## src/rtl/rv3n_branch_reporter_pkg.sv

```systemverilog
// Shared widths and the queued branch record for the branch reporter.
package rv3n_branch_reporter_pkg;

  localparam int INUM      = 2;
  localparam int XLEN      = 32;
  localparam int RPT_DEPTH = 8;

  typedef struct packed {
    logic [XLEN-1:0] pc;
    logic            predict;
    logic            taken;
  } br_entry_t;

endpackage

```

## src/rtl/rv3n_rpt_fifo.sv

```systemverilog
// Circular buffer taking up to INUM pre-compacted writes per cycle and one read.
module rv3n_rpt_fifo
  import rv3n_branch_reporter_pkg::*;
#(
  parameter int DEPTH = RPT_DEPTH,
  localparam int PW   = $clog2(DEPTH),
  localparam int CW   = $clog2(DEPTH + 1)
) (
  input  logic          clk,
  input  logic          rst,
  input  logic          clr,
  input  logic          pop,
  input  logic [CW-1:0] push_n,
  input  br_entry_t     wdata [INUM],
  output br_entry_t     head,
  output logic [CW-1:0] count
);

  br_entry_t     mem [DEPTH];
  logic [PW-1:0] rd_ptr;
  logic [PW-1:0] wr_ptr;

  always_ff @(posedge clk or posedge rst) begin
    if (rst) begin
      rd_ptr <= '0;
      wr_ptr <= '0;
      count  <= '0;
      for (int i = 0; i < DEPTH; i++) mem[i] <= '0;
    end else if (clr) begin
      rd_ptr <= '0;
      wr_ptr <= '0;
      count  <= '0;
    end else begin
      // Writes are already compacted: slot i lands i entries past wr_ptr.
      for (int i = 0; i < INUM; i++) begin
        if (CW'(i) < push_n) mem[wr_ptr + PW'(i)] <= wdata[i];
      end
      wr_ptr <= wr_ptr + PW'(push_n);
      rd_ptr <= rd_ptr + PW'(pop);
      count  <= count + push_n - CW'(pop);
    end
  end

  assign head = mem[rd_ptr];

endmodule

```

## src/rtl/rv3n_branch_reporter.sv

```systemverilog
// Queues resolved conditional branches from commit and drains one per cycle to the predictor.
module rv3n_branch_reporter
  import rv3n_branch_reporter_pkg::*;
#(
  parameter int DEPTH  = RPT_DEPTH,
  parameter int CNT_W  = 32,
  parameter int DROP_W = 16
) (
  input  logic                 clk,
  input  logic                 rst,
  input  logic                 clr,
  input  logic [INUM-1:0]      cm_br_vld,
  input  logic [XLEN*INUM-1:0] cm_br_pc,
  input  logic [INUM-1:0]      cm_br_predict,
  input  logic [INUM-1:0]      cm_br_taken,
  output logic                 ch2predictor_valid,
  output logic [XLEN-1:0]      ch2predictor_pc,
  output logic                 ch2predictor_predict,
  output logic                 ch2predictor_taken,
  output logic                 rpt_full,
  output logic [DROP_W-1:0]    rpt_drop_cnt,
  output logic [CNT_W-1:0]     rpt_br_cnt,
  output logic [CNT_W-1:0]     rpt_miss_cnt
);

  localparam int CW = $clog2(DEPTH + 1);

  br_entry_t     comp [INUM];
  br_entry_t     head;
  logic [CW-1:0] count;
  logic [CW-1:0] push_n;
  logic [CW-1:0] n_drop;
  logic          pop;
  logic [DROP_W:0] drop_sum;

  // Update channel is valid-only: the predictor takes every cycle valid is high, there is no ready.
  assign pop = (count != '0) && !clr;

  always_comb begin
    int rank;
    int nv;
    int free;
    int n_acc;
    rank  = 0;
    nv    = 0;
    free  = 0;
    n_acc = 0;
    for (int j = 0; j < INUM; j++) comp[j] = '0;
    for (int k = 0; k < INUM; k++) begin
      rank = 0;
      for (int m = 0; m < k; m++) rank += int'(cm_br_vld[m]);
      for (int j = 0; j < INUM; j++) begin
        if (cm_br_vld[k] && rank == j) begin
          comp[j].pc      = cm_br_pc[k*XLEN +: XLEN];
          comp[j].predict = cm_br_predict[k];
          comp[j].taken   = cm_br_taken[k];
        end
      end
      nv += int'(cm_br_vld[k]);
    end
    // A slot popped this cycle is reusable by this cycle's push.
    free   = DEPTH - int'(count) + int'(pop);
    n_acc  = clr ? 0 : ((nv < free) ? nv : free);
    push_n = CW'(n_acc);
    n_drop = clr ? '0 : CW'(nv - n_acc);
  end

  rv3n_rpt_fifo #(.DEPTH(DEPTH)) u_fifo (
    .clk    (clk),
    .rst    (rst),
    .clr    (clr),
    .pop    (pop),
    .push_n (push_n),
    .wdata  (comp),
    .head   (head),
    .count  (count)
  );

  always_comb begin
    ch2predictor_valid   = pop;
    ch2predictor_pc      = pop ? head.pc : '0;
    ch2predictor_predict = pop ? head.predict : 1'b0;
    ch2predictor_taken   = pop ? head.taken : 1'b0;
  end

  assign rpt_full = (count == CW'(DEPTH));
  assign drop_sum = {1'b0, rpt_drop_cnt} + (DROP_W+1)'(n_drop);

  always_ff @(posedge clk or posedge rst) begin
    if (rst) begin
      rpt_drop_cnt <= '0;
      rpt_br_cnt   <= '0;
      rpt_miss_cnt <= '0;
    end else begin
      rpt_drop_cnt <= drop_sum[DROP_W] ? '1 : drop_sum[DROP_W-1:0];
      if (pop) begin
        rpt_br_cnt <= rpt_br_cnt + 1'b1;
        if (head.predict != head.taken) rpt_miss_cnt <= rpt_miss_cnt + 1'b1;
      end
    end
  end

endmodule

```

## config.mk

```make
export PLATFORM = sky130hd
export DESIGN_NAME = rv3n_branch_reporter
export DESIGN_NICKNAME = d
export VERILOG_FILES = /design/src/rtl/rv3n_branch_reporter_pkg.sv /design/src/rtl/rv3n_rpt_fifo.sv /design/src/rtl/rv3n_branch_reporter.sv
export SDC_FILE = /design/constraint.sdc
export NUM_CORES = 1
export LEC_CHECK = 0
export CAP_MARGIN = 20
export CORE_ASPECT_RATIO = 0.75
export CORE_MARGIN = 3
export CORE_UTILIZATION = 50
export DETAILED_ROUTE_END_ITERATION = 12
export MAX_ROUTING_LAYER = met4
export PLACE_DENSITY_LB_ADDON = 0.1
export REMOVE_ABC_BUFFERS = 1
export SLEW_MARGIN = 20
export SYNTH_ARGS = -nofsm -noshare
export SYNTH_HDL_FRONTEND = slang
export SYNTH_HIERARCHICAL = 1
export SYNTH_SLANG_ARGS = --single-unit
```

## constraint.sdc

```tcl
create_clock -name clk -period 12.5 [get_ports clk]
set_clock_uncertainty 0.05 [all_clocks]
set_input_delay 2.5 -clock clk [delete_from_list [all_inputs] [get_ports clk]]
set_output_delay 2.5 -clock clk [all_outputs]
set_load 0.05 [all_outputs]
```

==> results.md <==
- Final std cells w/o fill: 2296
- Post-synthesis adder-cell area fraction: 0.0186
- Sw frac: 0.364
- Overall routing resource usage: 0.293
- Outcome: completed
- First-pass GRT wire length: 96.8 mm
- Worst setup EP type: flop
- Net Sw Power: 2.14 mW
- Unique masters post-synth: 61
- R2R depth: 17
- Post-route ant nets: 0
- Async SR Flop Fraction: 1.00
- Post-route minimum period: 7530 ps
- H-tree Lvls: 2
- Headroom to the max-slew limit: 0.313
- DR iter-0 viols: 1286
- Syn avg cell area: 11.9 um^2
- CTS max path bufs: 3
- Final setup margin: 4970 ps
- Post-synthesis simple-gate area fraction: 0.0814
- Hold Buf Count CTS: 0
- Hold-critical path endpoint: rpt_miss_cnt[31]
- Area share of the largest cell type after synthesis: 0.444
- Clock latency on the worst-skew pair: 530 ps
- F_max: 133 MHz
- Max rail drop VDD: 143 uV
- Final core utilization: 0.592
- Power Density: 249 mW/mm^2
- Setup Buffers After CTS: 0
- NumNets Final: 1848
- Fill cells: 3225
- Synth area leader: dfrtp_1
- Mux cell area share after synthesis: 0.0975
- Worst-margin pin slew: 1030 ps
- Total chip power: 5.88 mW
- Initial core utilization: 0.512
- Critical Path RT: 12910 ps
- Comb pwr share: 0.448
- Die area: 0.0433 mm^2
- Setup TNS: 0 ps
- Final period utilization: 0.603
- DRC Markers: 0
- Max Cap Viol: 0
- Hold Crit Start: rpt_miss_cnt[31]
- Leak Pwr: 9.29 nW
- Post-synth EDFFs: 0
- FF-to-FF setup slack: 6090 ps
- PostCTS Resize Cnt: 0
- Post-synthesis compound-gate area fraction: 0.264
- DP Wirelength: 35.3 mm
- Setup-failing EPs final: 0
- DR WL/cell: 26.8 um
- DR vias: 15700
- Hold path depth: 1
- Final Max Tran Viols: 0
- Startpoint Class: input port
- Vias in the first global route: 16000
- Number of placement rows: 63
- Die height: 181 um
- Global route overflow: 0
- GP Congestion: 0.812
- Kind of critical path: input port to flop
- PortBufs: 188
- Most common cell in the netlist: o22a_1
- Vias per cell: 6.82
- Main area contributors after synthesis: dfrtp_1 (44%), o22a_1 (23%), mux4_2 (7.5%)
- Initial antenna violation count: 1
- Syn Inst Count: 1716
- Yosys Warn Count: 6
- Synth cell count leaders: o22a_1 (544), dfrtp_1 (362), clkbuf_1 (141), mux4_2 (68), xnor2_1 (58)
- Proportion of layout cells with a drive suffix above 1: 0.140
- Ys flop type: dfrtp_1
- Internal Power: 3.74 mW
- CTS tree: yes
- Crit Path Max Fanout: 59
- Largest net degree at the start of global routing: 157
- Post-Synth XOR/XNOR Area: 0.0343
- Clock power frac: 0.216
- Initial DRT Pass Iterations: 5
- Flop pwr share: 0.336
- Unrepaired setup endpoints after global routing: no
- # IOs: 189
- Worst min-delay path class: flop to flop
- Largest family of logic cells by synthesized area: compound AO/OA/AOI/OAI gates
- Placed Cells: 2225
- Critical Path AT: 7940 ps
- Area grow syn2layout: 15.7%
- Synthesized area: 0.0204 mm^2
- Num CTS Buffers: 39
- Seq cells post-synth: 362
- RR Startpoint: u_fifo/count[0]
- Die Width: 239 um
- Clk sinks: 362
- DP Worst Slack: 4560 ps
- Routed wire length: 61.6 mm
- CORE AREA: 0.0399 mm^2
- Worst flop-to-flop path endpoint: u_fifo/mem[64]
- Final hold viol count: 0
- Reg clk slew, reported paths: 60 ps
- Sequential share of the synthesized area: 0.444
- Root Buffer: clkbuf_16
==> cell type report <==
type	instances	area, um^2	share of cell area
inverters	29	118	0.00498
flip-flops and latches	362	9070	0.384
diodes	1	2.50	0.000106
repair buffers	216	2140	0.0907
clock buffers	52	1170	0.0494
well taps	520	651	0.0276
multi-input cells	1099	10200	0.433
clock inverters	17	238	0.0101
==> flip-flops by register name, indices dropped and copies added, names as in the netlist <==
register       count
rpt_br_cnt        32
u_fifo/rd_ptr      3
u_fifo/count       4
rpt_miss_cnt      32
rpt_drop_cnt      16
u_fifo/mem       272
u_fifo/wr_ptr      3
==> power by group through the flow <==
| stage | Combinational, mW | Sequential [mW] | Clock [mW] |
|---|---|---|---|
| after floorplan | 1.82 | 2.02 | 0 |
| after global placement | 2.56 | 1.97 | 0 |
| after detailed placement | 2.62 | 1.99 | 0 |
| after CTS | 2.63 | 1.97 | 1.29 |
| after global routing | 2.82 | 2.03 | 1.34 |
| final | 2.63 | 1.98 | 1.27 |
==> layer usage <==
layer	vias to the layer above	GRT usage	routed length [um]
li1	6729	-	-
met4	0	0.0885	1680
met2	678	0.430	28000
met3	115	0.0555	4840
met1	8146	0.415	27100
met5	-	-	0
==> layout by cell type (no fill, tap or decap), types with 3 or more instances in the layout <==
cell             netlist  layout
a21o_1                 3       3
a21oi_1               13      13
a21oi_4                2       8
a22o_1                33      33
and2_1                37      37
and3_1                52      52
and4_1                11      11
buf_4                 22      25
bufinv_16              0       6
clkbuf_16              0      41
clkbuf_8               0      10
clkdlybuf4s50_1        0     187
clkinv_2               0      11
dfrtp_1              362     359
dfrtp_4                0       3
fa_1                   4       4
ha_1                  24      23
inv_1                 29      27
mux2_2                39      39
mux4_2                68      68
nand2_1               34      34
nand2b_1               5       5
nand3_1               33      27
nand3_2                1       7
nand4_1               16      16
nand4_4                3       3
nand4b_4               3       3
nor2_1                29      28
nor2b_1                7       7
nor3_1                 5       5
nor4_2                 5       5
o21ai_0                8       8
o22a_1               544     544
or3_1                  5       5
xnor2_1               58      58
xor2_1                20      20
==> how the worst max path moves through the flow <==
stage	from	slack, ps	end
4_1_cts	clr	5110	u_fifo/mem[64]
3_3_place_gp	clr	4750	u_fifo/mem[49]
5_1_grt	clr	4720	u_fifo/mem[64]
6_report	clr	4970	u_fifo/mem[64]
2_1_floorplan	rst	2170	u_fifo/count[0]
3_5_place_dp	clr	4560	u_fifo/mem[64]
==> cells by family (layout without fill, tap and decap cells) <==
| family | Yosys count | count (layout) |
|---|---|---|
| AO/OA/AOI/OAI | 623 | 623 |
| flip-flops | 362 | 362 |
| AND/OR/NAND/NOR | 260 | 260 |
| buffers and inverters | 255 | 314 |
| multiplexers | 109 | 109 |
| XOR/XNOR | 79 | 79 |
| adder cells (fa/ha/maj) | 28 | 28 |
| other | 0 | 1 |
==> critical path: stages <==
cell and delay (ps):
buf_8 190, nor2_1 550, ha_1 350, ha_1 250, inv_1 70, a211o_1 220, a221oi_1 330, a32oi_2 130
mux2_2 340, or4_1 570, nand4b_4 820, a21oi_4 840, buf_4 480, o22a_1 210
==> metrics by stage <==
| step | instance area, um^2 | hold slack, ps |
|---|---|---|
| floorplan | 19300 | 405 |
| global placement | 22100 | 414 |
| detailed placement | 22200 | 414 |
| CTS | 23600 | 425 |
| global route | 23600 | 449 |
| finish | 23600 | 422 |
Power figures use the tool's default switching activity.
